### config.mk
export PLATFORM = sky130hd
export DESIGN_NAME = rob_multi_commit
export DESIGN_NICKNAME = d
export VERILOG_FILES = /design/src/rtl/rob_multi_commit.sv
export SDC_FILE = /design/constraint.sdc
export NUM_CORES = 2
export LEC_CHECK = 0
export ABC_AREA = 1
export CORE_MARGIN = 2
export CORE_UTILIZATION = 45
export DETAILED_ROUTE_END_ITERATION = 16
export SYNTH_ARGS = -nofsm -noshare
export SYNTH_HDL_FRONTEND = slang
export SYNTH_SLANG_ARGS = --single-unit
### constraint.sdc
create_clock -name clk_i -period 6.11 [get_ports clk_i]
set_input_delay 1.5275 -clock clk_i [delete_from_list [all_inputs] [get_ports clk_i]]
set_output_delay 1.5275 -clock clk_i [all_outputs]
set_load 0.03 [all_outputs]
### src/rtl/rob_multi_commit.sv
// Circular reorder buffer: one allocation per cycle, NUM_WB writeback ports,
// up to COMMIT_W in-order retirements per cycle and selective squash of younger entries.
module rob_multi_commit #(
    parameter int unsigned DEPTH     = 16,
    parameter int unsigned PAYLOAD_W = 64,
    parameter int unsigned RESULT_W  = 16,
    parameter int unsigned NUM_WB    = 3,
    parameter int unsigned COMMIT_W  = 2,
    parameter int unsigned TAG_W     = $clog2(DEPTH)
) (
    input  logic                          clk_i,
    input  logic                          reset_i,
    input  logic                          alloc_valid_i,
    input  logic [PAYLOAD_W-1:0]          alloc_payload_i,
    output logic                          alloc_ready_o,
    output logic [TAG_W-1:0]              alloc_tag_o,
    input  logic [NUM_WB-1:0]             wb_valid_i,
    input  logic [NUM_WB*TAG_W-1:0]       wb_tag_i,
    input  logic [NUM_WB*RESULT_W-1:0]    wb_data_i,
    output logic [COMMIT_W-1:0]           commit_valid_o,
    output logic [COMMIT_W*PAYLOAD_W-1:0] commit_payload_o,
    output logic [COMMIT_W*RESULT_W-1:0]  commit_data_o,
    input  logic                          commit_ready_i,
    input  logic                          flush_i,
    input  logic [TAG_W-1:0]              flush_tag_i,
    output logic [TAG_W:0]                count_o,
    output logic                          empty_o,
    output logic                          full_o
);

    localparam int unsigned CNT_W = TAG_W + 1;

    logic [TAG_W-1:0]     head_q, head_d, tail_q, tail_d;
    logic [CNT_W-1:0]     count_q, count_d;
    logic [DEPTH-1:0]     occ_q, occ_d, done_q, done_d;
    logic [PAYLOAD_W-1:0] payload_q [DEPTH];
    logic [PAYLOAD_W-1:0] payload_d [DEPTH];
    logic [RESULT_W-1:0]  data_q [DEPTH];
    logic [RESULT_W-1:0]  data_d [DEPTH];

    logic [TAG_W-1:0]     age_c [DEPTH];
    logic [DEPTH-1:0]     live_c;
    logic [TAG_W-1:0]     flush_age_c;
    logic                 flush_live_c;
    logic                 alloc_fire_c;
    logic [CNT_W-1:0]     n_commit_c;

    assign count_o       = count_q;
    assign empty_o       = (count_q == '0);
    assign full_o        = (count_q == CNT_W'(DEPTH));
    assign alloc_ready_o = ~full_o & ~flush_i;
    assign alloc_tag_o   = tail_q;
    assign alloc_fire_c  = alloc_valid_i & alloc_ready_o;
    assign flush_age_c   = flush_tag_i - head_q;
    assign flush_live_c  = flush_i & ({1'b0, flush_age_c} < count_q);

    // Age of every slot relative to head; live means inside the occupied window.
    always_comb begin : live_calc
        for (int unsigned t = 0; t < DEPTH; t++) begin
            age_c[t]  = TAG_W'(t) - head_q;
            live_c[t] = occ_q[t] & ({1'b0, age_c[t]} < count_q);
        end
    end

    // Retirable slots form a contiguous done prefix starting at head.
    always_comb begin : commit_calc
        logic prefix;
        prefix           = 1'b1;
        commit_valid_o   = '0;
        commit_payload_o = '0;
        commit_data_o    = '0;
        for (int unsigned k = 0; k < COMMIT_W; k++) begin
            prefix = prefix & (CNT_W'(k) < count_q) & done_q[head_q + TAG_W'(k)];
            commit_valid_o[k]                         = prefix;
            commit_payload_o[k*PAYLOAD_W +: PAYLOAD_W] = payload_q[head_q + TAG_W'(k)];
            commit_data_o[k*RESULT_W +: RESULT_W]      = data_q[head_q + TAG_W'(k)];
        end
    end

    always_comb begin : n_commit_calc
        n_commit_c = '0;
        if (commit_ready_i) begin
            for (int unsigned k = 0; k < COMMIT_W; k++) begin
                n_commit_c = n_commit_c + CNT_W'(commit_valid_o[k]);
            end
        end
    end

    always_comb begin : next_state
        head_d    = head_q + TAG_W'(n_commit_c);
        tail_d    = tail_q;
        count_d   = count_q;
        occ_d     = occ_q;
        done_d    = done_q;
        payload_d = payload_q;
        data_d    = data_q;

        // Highest port applied first so the lowest index overrides on a tag collision.
        for (int unsigned t = 0; t < DEPTH; t++) begin
            for (int p = int'(NUM_WB) - 1; p >= 0; p--) begin
                if (wb_valid_i[p] && (wb_tag_i[p*int'(TAG_W) +: TAG_W] == TAG_W'(t))
                    && live_c[t] && !done_q[t]) begin
                    done_d[t] = 1'b1;
                    data_d[t] = wb_data_i[p*int'(RESULT_W) +: RESULT_W];
                end
            end
        end

        for (int unsigned k = 0; k < COMMIT_W; k++) begin
            if (commit_ready_i && commit_valid_o[k]) begin
                occ_d[head_q + TAG_W'(k)]  = 1'b0;
                done_d[head_q + TAG_W'(k)] = 1'b0;
            end
        end

        if (flush_live_c) begin
            for (int unsigned t = 0; t < DEPTH; t++) begin
                if (age_c[t] > flush_age_c) begin
                    occ_d[t]  = 1'b0;
                    done_d[t] = 1'b0;
                end
            end
            // Retiring past the flush target leaves the buffer empty.
            if (n_commit_c > {1'b0, flush_age_c}) begin
                count_d = '0;
            end else begin
                count_d = {1'b0, flush_age_c} + CNT_W'(1) - n_commit_c;
            end
            tail_d = head_d + TAG_W'(count_d);
        end else begin
            count_d = count_q + CNT_W'(alloc_fire_c) - n_commit_c;
            tail_d  = tail_q + TAG_W'(alloc_fire_c);
        end

        if (alloc_fire_c) begin
            payload_d[tail_q] = alloc_payload_i;
            occ_d[tail_q]     = 1'b1;
            done_d[tail_q]    = 1'b0;
        end
    end

    always_ff @(posedge clk_i) begin
        if (reset_i) begin
            head_q  <= '0;
            tail_q  <= '0;
            count_q <= '0;
            occ_q   <= '0;
            done_q  <= '0;
            for (int unsigned t = 0; t < DEPTH; t++) begin
                payload_q[t] <= '0;
                data_q[t]    <= '0;
            end
        end else begin
            head_q    <= head_d;
            tail_q    <= tail_d;
            count_q   <= count_d;
            occ_q     <= occ_d;
            done_q    <= done_d;
            payload_q <= payload_d;
            data_q    <= data_d;
        end
    end

endmodule
==> impl_metrics.json <==
{
  "status": "finished clean",
  "hp-start": "payload_q[674]$_SDFFE_PP0P_",
  "relSlewSlack_pct": 15.9,
  "fmax_mhz": 165,
  "use_met3_pct": 6.39,
  "io_buffers": 309,
  "ctsHoldBuffers": 0,
  "synth_edf_count": 0,
  "post-route-util_pct": 50.4,
  "num_io_pins": 310,
  "drive_above_1_share_pct": 5.59,
  "hold_class": "flop to flop",
  "final.period_utilization_pct": 99.1,
  "grt_pass1_vias": 79000,
  "whs_endpoint": "payload_q[674]$_SDFFE_PP0P_",
  "cts_resized": 0,
  "synth_most_common_cell": "o21ai_0",
  "postSynthCellCount": 12400,
  "core_area_um2": 173000,
  "ys.flop_type": "dfxtp_1",
  "syn_nets": 12700,
  "leakage_nw": 33.7,
  "grt_antenna_before_repair": 22,
  "tns_ps": 0,
  "yosysWarnings": 0,
  "startpoint_type": "flop",
  "synth-async-reset-ratio_pct": 0,
  "dieWidth_um": 421,
  "gr-total-overflow": 0,
  "synth_top_area_share_pct": 33.9,
  "gr-usage-all-layers_pct": 36.4,
  "setup_viol": 0,
  "fin_worst_skew_ps": 47.0,
  "synth_cell_type_count": 50,
  "avgSynthCellArea_um2": 6.30,
  "place_ws_ps": 856,
  "rr_startpoint": "head_q[1]$_SDFF_PP0_",
  "via_per_inst": 6.09,
  "cts.sinks": 1325,
  "ctsRootBufferMaster": "clkbuf_16",
  "dr.pass1.iters": 6,
  "wire_per_inst_um": 23.7,
  "crit_fanout": 46,
  "worst_slack_ps": 54.3,
  "synth_common_cells": "o21ai_0, nor2_1, a21oi_1",
  "syn-cell-area_um2": 78200,
  "worstHoldPathCells": 2,
  "grt.busiest_layer": "met2",
  "min_period_ps": 6060,
  "maxCapViolations": 0,
  "grt_max_degree": 220,
  "worst_ep_arrival_time_ps": 4530,
  "met1_usage_pct": 47.0,
  "ff2ff_setup_slack_ps": 820,
  "grt_pass1_wl_mm": 502,
  "insertion_delay_ps": 840,
  "ant_nets": 0,
  "start_util_pct": 45.1,
  "die_area_um2": 177000,
  "num_vias": 87400,
  "met2_usage_pct": 57.2,
  "power_w": 0.0225,
  "p_per_area_nw_per_um2": 257,
  "post_synth_main_area_contributors": "dfxtp_1, o21ai_0, nor2_1",
  "ctsHtreeMaxLevel": 4,
  "rsz0062_at_grt": "no",
  "worst_pin_slew_ps": 1260,
  "end_kind": "primary output",
  "ys_ff_latch": 1325,
  "num_rows": 153,
  "worstPathRequired_ps": 4580,
  "slew_violations": 0,
  "areaGrowthSynthToFinish_pct": 11.6,
  "cts_tree": "done",
  "cts_inserted_buffers": 159,
  "criticalPathCategory": "flop to primary output",
  "hold_viol": 0,
  "gp_congestion": 0.909,
  "routed_wl_mm": 340,
  "first_iter_violations": 11400,
  "rr_worst_depth": 15,
  "path_clk_slew_ps": 60,
  "cts_setup_buffers": 0,
  "yosysSeqAreaShare_pct": 33.9,
  "post-dp-hpwl_mm": 187,
  "final_nets": 12100,
  "drc": 0,
  "reg2reg_to": "data_q[216]$_SDFFE_PP0P_",
  "die_height_um": 421,
  "irDropWorstVdd_v": 0.000283,
  "clockBufferDepth": 3,
  "yosysTopAreaCell": "dfxtp_1"
}
layout make-up:
class                      instances  area (µm²)
fill                           17400       85900
multi-input combinational       9081       43900
sequential                      1325       26500
timing repair buffer             509        5590
clock buffer                     249        4820
inverter                         803        3120
tap                             2325        2910
clock inverter                    38         350
antenna                           15        37.5
cells by family (layout without fill, tap and decap cells):
group,after synthesis,after routing,share of synthesized area (%)
fa+ha+maj,110,110,1.82
other cells,0,15,0
compound gates,4997,4997,33.5
flops,1325,1325,33.9
xor+xnor,20,20,0.224
simple gates,3954,3954,20.5
buf+inv,2002,1599,10.1
per-layer routing:
| layer | vias up | wire length (µm) |
|---|---|---|
| li1 | 40800 | - |
| met1 | 40500 | 135000 |
| met2 | 4978 | 150000 |
| met3 | 1097 | 34000 |
| met4 | 8 | 20400 |
| met5 | - | 65 |
worst max path at each step:
stage | start | endpoint | depth (start not counted)
4_1_cts | head_q[0]$_SDFF_PP0_ | commit_data_o[10] | 8
5_1_grt | head_q[0]$_SDFF_PP0_ | commit_payload_o[98] | 12
3_3_place_gp | flush_tag_i[0] | alloc_tag_o[3]$_SDFF_PP0_ | 15
6_report | head_q[0]$_SDFF_PP0_ | commit_payload_o[75] | 11
3_5_place_dp | flush_tag_i[0] | alloc_tag_o[3]$_SDFF_PP0_ | 15
2_1_floorplan | head_q[1]$_SDFF_PP0_ | alloc_tag_o[3]$_SDFF_PP0_ | 28
where the power goes:
| part | internal, W | switching, W |
|---|---|---|
| clock | 0.00551 | 0.00411 |
| sequential | 0.00895 | 0.000216 |
| combinational | 0.00122 | 0.00247 |
flip-flops by register name, indices dropped and copies added (netlist names):
name,count
done_q,16
count_o,5
head_q,4
occ_q,16
payload_q,1024
alloc_tag_o,4
data_q,256
cells in the final DEF, fill, tap and decap left out, drive strengths merged, types with 4 or more instances in the layout:
master and n:
a211oi 8, o21ai 3046, nand4 37, inv 809
o21bai 5, a21oi 1567, or2 38, a21o 9
ha 104, xor2 13, clkbuf 249, nor2 2233
fa 6, a31oi 76, and3 4, nand2 1060
xnor2 7, buf 282, clkinv 29, a22oi 8
o211a 32, o221ai 138, nand3 522, nor4 8
o22ai 35, o211ai 22, diode 15, and3b 4
a31o 40, a311o 10, clkdlybuf4s50 227, nor3 46
dfxtp 1325
worst max-delay path: stages (launching register included):
cell and delay [ps]:
dfxtp_4 410, inv_8 290, ha_4 320, inv_8 380, buf_4 540, buf_4 680, a21oi_1 70, o21ai_0 100
nand3_1 100, nand3_1 110, nand3_1 350, buf_12 280
metrics by stage:
step / instances / hold WS [ps] / cell area (µm²)
6_report: 14300 / 463 / 87300
3_5_place_dp: 14000 / 455 / 82100
4_1_cts: 14300 / 464 / 87300
2_1_floorplan: 12400 / 441 / 78200
3_3_place_gp: 14000 / 449 / 82100
5_1_grt: 14300 / 476 / 87300
(Power assumes the default switching activity.)
